[src/rtl/bus_hold_ctl.sv]
// ---------------------------------------------------------------------------
// bus_hold_ctl
//   Produces the three clock-hold requests for the M/T-cycle sequencer.
//   It inserts the automatic I/O wait states in T2, stretches T2 while the
//   external nWAIT pin is low, and runs the BUSRQ/BUSACK bus-release handshake.
//
// Parameters
//   IO_WAITS     automatic wait states added in T2 of an I/O cycle (0..7)
//   SYNC_INPUTS  1 = double-flop nWAIT/nBUSRQ, 0 = use the pins directly
//
// Ports
//   clk, nreset     clock and asynchronous active-low reset
//   T1, T2          sequencer T-state flags (one-hot)
//   last_t          current T-state is the last one of this M-cycle
//   io_cycle        current M-cycle is an I/O read/write
//   bus_cycle       current M-cycle drives memory or I/O (WAIT applies)
//   nWAIT, nBUSRQ   external wait / bus request pins, active low
//   hold_clk_iorq   freeze sequencer for an automatic I/O wait state
//   hold_clk_wait   freeze sequencer for external WAIT
//   hold_clk_busrq  freeze sequencer while the bus is released
//   nBUSACK         bus acknowledge pin, active low
//   bus_oe          1 = CPU may drive address/data/control
//   in_tw           current clock is a wait state
// ---------------------------------------------------------------------------
module bus_hold_ctl #(
    parameter int IO_WAITS    = 1,
    parameter int SYNC_INPUTS = 0
) (
    input  logic clk,
    input  logic nreset,
    input  logic T1,
    input  logic T2,
    input  logic last_t,
    input  logic io_cycle,
    input  logic bus_cycle,
    input  logic nWAIT,
    input  logic nBUSRQ,
    output logic hold_clk_iorq,
    output logic hold_clk_wait,
    output logic hold_clk_busrq,
    output logic nBUSACK,
    output logic bus_oe,
    output logic in_tw
);

    typedef enum logic [1:0] {
        ST_RUN     = 2'd0,
        ST_REL     = 2'd1,
        ST_RECOVER = 2'd2
    } state_t;

    localparam logic [2:0] IO_WAITS_C = 3'(IO_WAITS);

    state_t     state_q, state_d;
    logic [2:0] io_cnt_q, io_cnt_d;
    logic       nwait_s;
    logic       nbusrq_s;
    logic       run;
    logic       iorq_pending;

    // T1 belongs to the sequencer flag bundle but nothing here depends on it.
    logic       unused_t1;
    assign unused_t1 = T1;

    // Optional two-stage synchronisers; flops reset to the inactive level so
    // a release from reset never sees a phantom request.
    if (SYNC_INPUTS != 0) begin : g_sync
        logic [1:0] wait_sync_q;
        logic [1:0] busrq_sync_q;

        always_ff @(posedge clk or negedge nreset) begin
            if (!nreset) begin
                wait_sync_q  <= 2'b11;
                busrq_sync_q <= 2'b11;
            end else begin
                wait_sync_q  <= {wait_sync_q[0], nWAIT};
                busrq_sync_q <= {busrq_sync_q[0], nBUSRQ};
            end
        end

        assign nwait_s  = wait_sync_q[1];
        assign nbusrq_s = busrq_sync_q[1];
    end else begin : g_nosync
        assign nwait_s  = nWAIT;
        assign nbusrq_s = nBUSRQ;
    end

    always_ff @(posedge clk or negedge nreset) begin
        if (!nreset) begin
            state_q  <= ST_RUN;
            io_cnt_q <= 3'd0;
        end else begin
            state_q  <= state_d;
            io_cnt_q <= io_cnt_d;
        end
    end

    // Holds are combinational from registered state so they act in the very
    // T2 clock that needs them. The I/O count wins over WAIT, so external
    // WAIT is only honoured once all automatic waits have been served.
    always_comb begin
        run            = (state_q == ST_RUN);
        iorq_pending   = (io_cnt_q < IO_WAITS_C);
        hold_clk_iorq  = run & T2 & io_cycle & iorq_pending;
        hold_clk_wait  = run & T2 & bus_cycle & ~hold_clk_iorq & ~nwait_s;
        in_tw          = hold_clk_iorq | hold_clk_wait;
    end

    // The I/O wait counter only lives inside T2 of RUN; it saturates at
    // IO_WAITS so the iorq hold drops after exactly that many clocks.
    always_comb begin
        io_cnt_d = io_cnt_q;
        if (!run || !T2) begin
            io_cnt_d = 3'd0;
        end else if (io_cycle && iorq_pending) begin
            io_cnt_d = io_cnt_q + 3'd1;
        end
    end

    // Bus request is only sampled at the end of an M-cycle that is not being
    // stretched; the sequencer steps into T1 on the same edge we enter REL
    // and stays frozen there through REL and the one RECOVER turnaround clock.
    always_comb begin
        state_d        = state_q;
        hold_clk_busrq = 1'b0;
        nBUSACK        = 1'b1;
        bus_oe         = 1'b1;
        case (state_q)
            ST_RUN: begin
                if (last_t && !in_tw && !nbusrq_s) begin
                    state_d = ST_REL;
                end
            end
            ST_REL: begin
                hold_clk_busrq = 1'b1;
                nBUSACK        = 1'b0;
                bus_oe         = 1'b0;
                if (nbusrq_s) begin
                    state_d = ST_RECOVER;
                end
            end
            ST_RECOVER: begin
                hold_clk_busrq = 1'b1;
                state_d        = ST_RUN;
            end
            default: begin
                state_d = ST_RUN;
            end
        endcase
    end

endmodule

[config.mk]
export PLATFORM = sky130hd
export DESIGN_NAME = bus_hold_ctl
export DESIGN_NICKNAME = d
export VERILOG_FILES = /design/src/rtl/bus_hold_ctl.sv
export SDC_FILE = /design/constraint.sdc
export NUM_CORES = 1
export LEC_CHECK = 0
export CAP_MARGIN = 20
export CORE_AREA = 2 2 39 41
export DETAILED_ROUTE_END_ITERATION = 10
export DIE_AREA = 0 0 41 43
export PLACE_DENSITY = 0.56
export SYNTH_ARGS = -nofsm -noshare
export SYNTH_HDL_FRONTEND = slang
export SYNTH_SLANG_ARGS = --single-unit
[constraint.sdc]
create_clock -name clk -period 2.15 [get_ports clk]
set_input_delay 0.215 -clock clk [delete_from_list [all_inputs] [get_ports clk]]
set_output_delay 0.215 -clock clk [all_outputs]
set_load 0.1 [all_outputs]
**Word level (Yosys, flattened, before mapping)**

Index checks and enable logic that the tools add are counted.
W data, S select, Z words.

- Muxes and demuxes: 7
- Magnitude comparators: 1
- Eq/ne operators: 4
- Reductions and logical operators: 12
- Add/sub/neg operators: 1
- Bitwise logic cells: 9

Operator list:

| operator | count |
|---|---|
| $and A1 B1 Y1 | 6 |
| $mux W3 | 2 |
| $logic_not A1 Y1 | 4 |
| $mux W2 | 2 |
| $pmux W2 S2 | 1 |
| $add A3 B1 Y3 const B | 1 |
| $logic_and A1 B1 Y1 | 3 |
| $lt A3 B1 Y1 const B | 1 |
| $eq A2 B1 Y1 const B | 1 |
| $eq A2 B2 Y1 const B | 1 |
| $logic_not A2 Y1 | 1 |
| $mux W1 | 2 |
| $ne A2 B1 Y1 const B | 1 |
| $ne A2 B2 Y1 const B | 1 |
| $not A1 Y1 | 2 |
| $reduce_and A2 Y1 | 1 |
| $reduce_bool A2 Y1 | 1 |
| $reduce_or A2 Y1 | 1 |
| $logic_or A1 B1 Y1 | 1 |
| $or A1 B1 Y1 | 1 |

- Output and inout port bits: 6
- Bits of input ports: 9
- Bits in registers: 5

**Longest topological paths before layout**

- Depth after elaboration: 13
- Depth in mapped cells: 6
- Gate-level depth less buffers: 6

**Worst setup path before layout**

No wires, ideal clock.

- Path type: reg2out
- Start point: register io_cnt_q[0]
- End point: output in_tw
- Slack: -1.129 ns
- Arrival: 3.064 ns
- Path buffers: 0
- Cell stages (with the launch flop): 3
- Cells stage by stage: dfrtp_1 or4b_4 o21ai_0

- Longest elaborated chain between the ends: 6

RTL lines:

| what | line | text |
|---|---|---|
| start, declared | 55 | `logic [2:0] io_cnt_q, io_cnt_d;` |
| start signal, assigned | 94 | `io_cnt_q <= io_cnt_d;` |
| $lt A3 B1 Y1 * | 103 | `iorq_pending = (io_cnt_q < IO_WAITS_C);` |
| $and A1 B1 Y1 * | 104 | `hold_clk_iorq = run & T2 & io_cycle & iorq_pending;` |
| $not A1 Y1 | 105 | `hold_clk_wait = run & T2 & bus_cycle & ~hold_clk_iorq & ~nwait_s;` |
| $and A1 B1 Y1 (2 in series) | 105 |  |
| $or A1 B1 Y1 * | 106 | `in_tw = hold_clk_iorq \| hold_clk_wait;` |
| end, declared | 43 | `output logic in_tw` |

Mark *: on every way between the ends. The rest lies on a longest branch, timed or not.

**Worst setup path after layout**

Same ends and word-level chain as after synthesis.

==> impl_metrics.json <==
{
  "run_status": "finished clean",
  "place_hpwl_um": 532.7,
  "dr_total_vias": 276,
  "numClockSinks": 5,
  "multi_input_area_um2": 193.9,
  "synth_area_leaders": "dfrtp_1 38%, ha_1 19%, mux2_1 6.8%, nor2_1 6.8%, inv_1 4.5%",
  "max_slew_margin": 0.8334,
  "drt-total-wl_um": 603,
  "antenna_found_initial": 0,
  "cts_tree": "yes",
  "syn_inst": 32,
  "cts_buffers": 3,
  "rsz0062_at_grt": "no",
  "setup_tns_ns": 0,
  "dr.pass1.iters": 2,
  "synth_top_cell_area_share": 0.3759,
  "tightest_slew_ns": 0.2465,
  "yosys.area.top_type": "dfrtp_1",
  "crit_path_max_incr_delay_ns": 0.58,
  "fillers": 145,
  "fin_crit_sh": 0.8352,
  "fp.coreArea_mm2": 0.001384,
  "clk_pin_slew_ns": 0.04,
  "synth_cell_types": 14,
  "n_antenna_cell": 0,
  "ctsHoldBuffers": 0,
  "fmax_ghz": 0.5569,
  "ios": 15,
  "min_period_ns": 1.796,
  "critPathTopFamily": "simple AND/OR/NAND/NOR gates",
  "drive_above_1_share": 0.3265,
  "clkLatencyLatePin_ns": 0.24,
  "die_h_um": 43,
  "drcViolationCount": 0,
  "drv_cap": 0,
  "grt_max_degree": 7,
  "wl_per_cell_um": 9.277,
  "cts_max_level": 1,
  "yosys_warnings": 0,
  "grt.total_usage": 0.09183,
  "rows": 14,
  "post_cts_buffers": 0,
  "synth.cell_area_um2": 332.8,
  "startpoint_type": "register",
  "hold_viol_final": 0,
  "grt_pass1_wl_mm": 1.028,
  "hold_class": "in -> async",
  "slew_violations": 0,
  "path_cells": "or4b_4 > o21ai_2 > buf_12",
  "cp_slowest_cell": "or4b_4",
  "setup_viol": 0,
  "cts-root-buf": "clkbuf_4",
  "gp_congestion": 0.6386,
  "final_antenna_net_count": 0,
  "postSynthNetCount": 46,
  "overflow": 0,
  "ys_seq_elements": 5,
  "grt_pass1_vias": 285,
  "crit_arrival_ns": 1.58,
  "die_area_mm2": 0.001763,
  "initial_core_util": 0.2405,
  "skew_ns": 0.001517,
  "seq_area_um2": 125.1,
  "cp_num_buf_inv": 1,
  "synthToLayoutAreaGrowth_pct": 62.41,
  "path_class": "reg -> out",
  "critPathCaptureType": "primary output",
  "post_cts_resized": 0,
  "worstPathRequired_ns": 1.93,
  "cts.path.max_buffers": 2,
  "cp_max_fo": 4,
  "seq_area_frac_synth": 0.3759,
  "syn_avg_cell_area_um2": 10.40,
  "die_x_um": 41,
  "io_buffers": 13,
  "fin_nets": 64,
  "drt-initial-drc-count": 3,
  "viasPerCell": 4.246
}
[final timing paths]
path	from	end	slack [ns]	cells past startpoint
max	io_cnt_q[0]	in_tw	0.35	3
min	nreset	io_cnt_q[0]	0.20	1
max reg2reg	state_q[0]	state_q[0]	0.44	6
min reg2reg	state_q[1]	state_q[1]	0.48	1
max in group asynchronous	nreset	state_q[1]	1.75	1
min in group clk	state_q[1]	state_q[1]	0.48	1
[registers in the layout (all words and copies together), names as in the netlist]
name	count
io_cnt_q	3
state_q	2
[worst reg2reg max path, stage by stage (launching register included)]
cell,delay (ns)
dfrtp_1,0.38
inv_1,0.08
ha_1,0.23
nand2_1,0.21
o2111ai_2,0.16
a22oi_2,0.19
mux2_1,0.34
[layout make-up]
cell class | instances | area share
clock buffer | 4 | 0.04861
sequential | 5 | 0.2315
multi-input combinational | 22 | 0.3588
timing repair buffer | 14 | 0.2963
tap | 16 | 0.03704
inverter | 4 | 0.02778
[metrics by stage]
step	worst slack [ns]	cells	hold WS [ns]	area, µm²	util
after floorplan	0.1527	32	-0.08059	341.6	-
after global placement	0.2326	61	0.4576	514.2	0.3716
after detailed placement	0.2271	61	0.4626	514.2	0.3716
after CTS	0.3302	65	0.2009	540.5	0.3906
after global routing	0.2623	65	0.2027	540.5	0.3906
final	0.3544	65	0.2033	540.5	0.3906
[cells by family after synthesis]
family	share of synthesized area
flops	0.3759
compound gates	0.1278
mux	0.06766
simple gates	0.1729
buf+inv	0.06766
fa+ha+maj	0.1880
[synthesized netlist by cell type (all sizes together)]
library cell	instances
a21oi	2
o21ai	1
mux2	2
buf	1
o2111ai	1
ha	5
nand4b	1
a22oi	1
nand2	1
nor4b	1
inv	4
or4b	1
nor2	6
dfrtp	5
[metal layers]
layer	GRT usage	vias up	wire length, µm
li1	-	144	-
met1	0.1013	125	263
met2	0.1219	5	299
met3	0.04712	2	26
met4	0.08000	0	14
met5	0	-	0
[cell usage in the layout (no fill, tap or decap)]
cell and n:
nor2_1 4, ha_1 5, inv_1 4, dfrtp_1 5, buf_4 4, o21ai_2 1
nand4b_1 1, nand2_1 1, buf_12 3, a22oi_2 1, or4b_4 1, mux2_1 2
nor4b_1 1, clkdlybuf4s50_1 7, a21oi_1 2, o2111ai_2 1, nor2_2 2, clkbuf_1 1
clkbuf_4 3
Power is not shown: default switching activity piles up to over one toggle a cycle in this logic, so the estimate is an artifact.
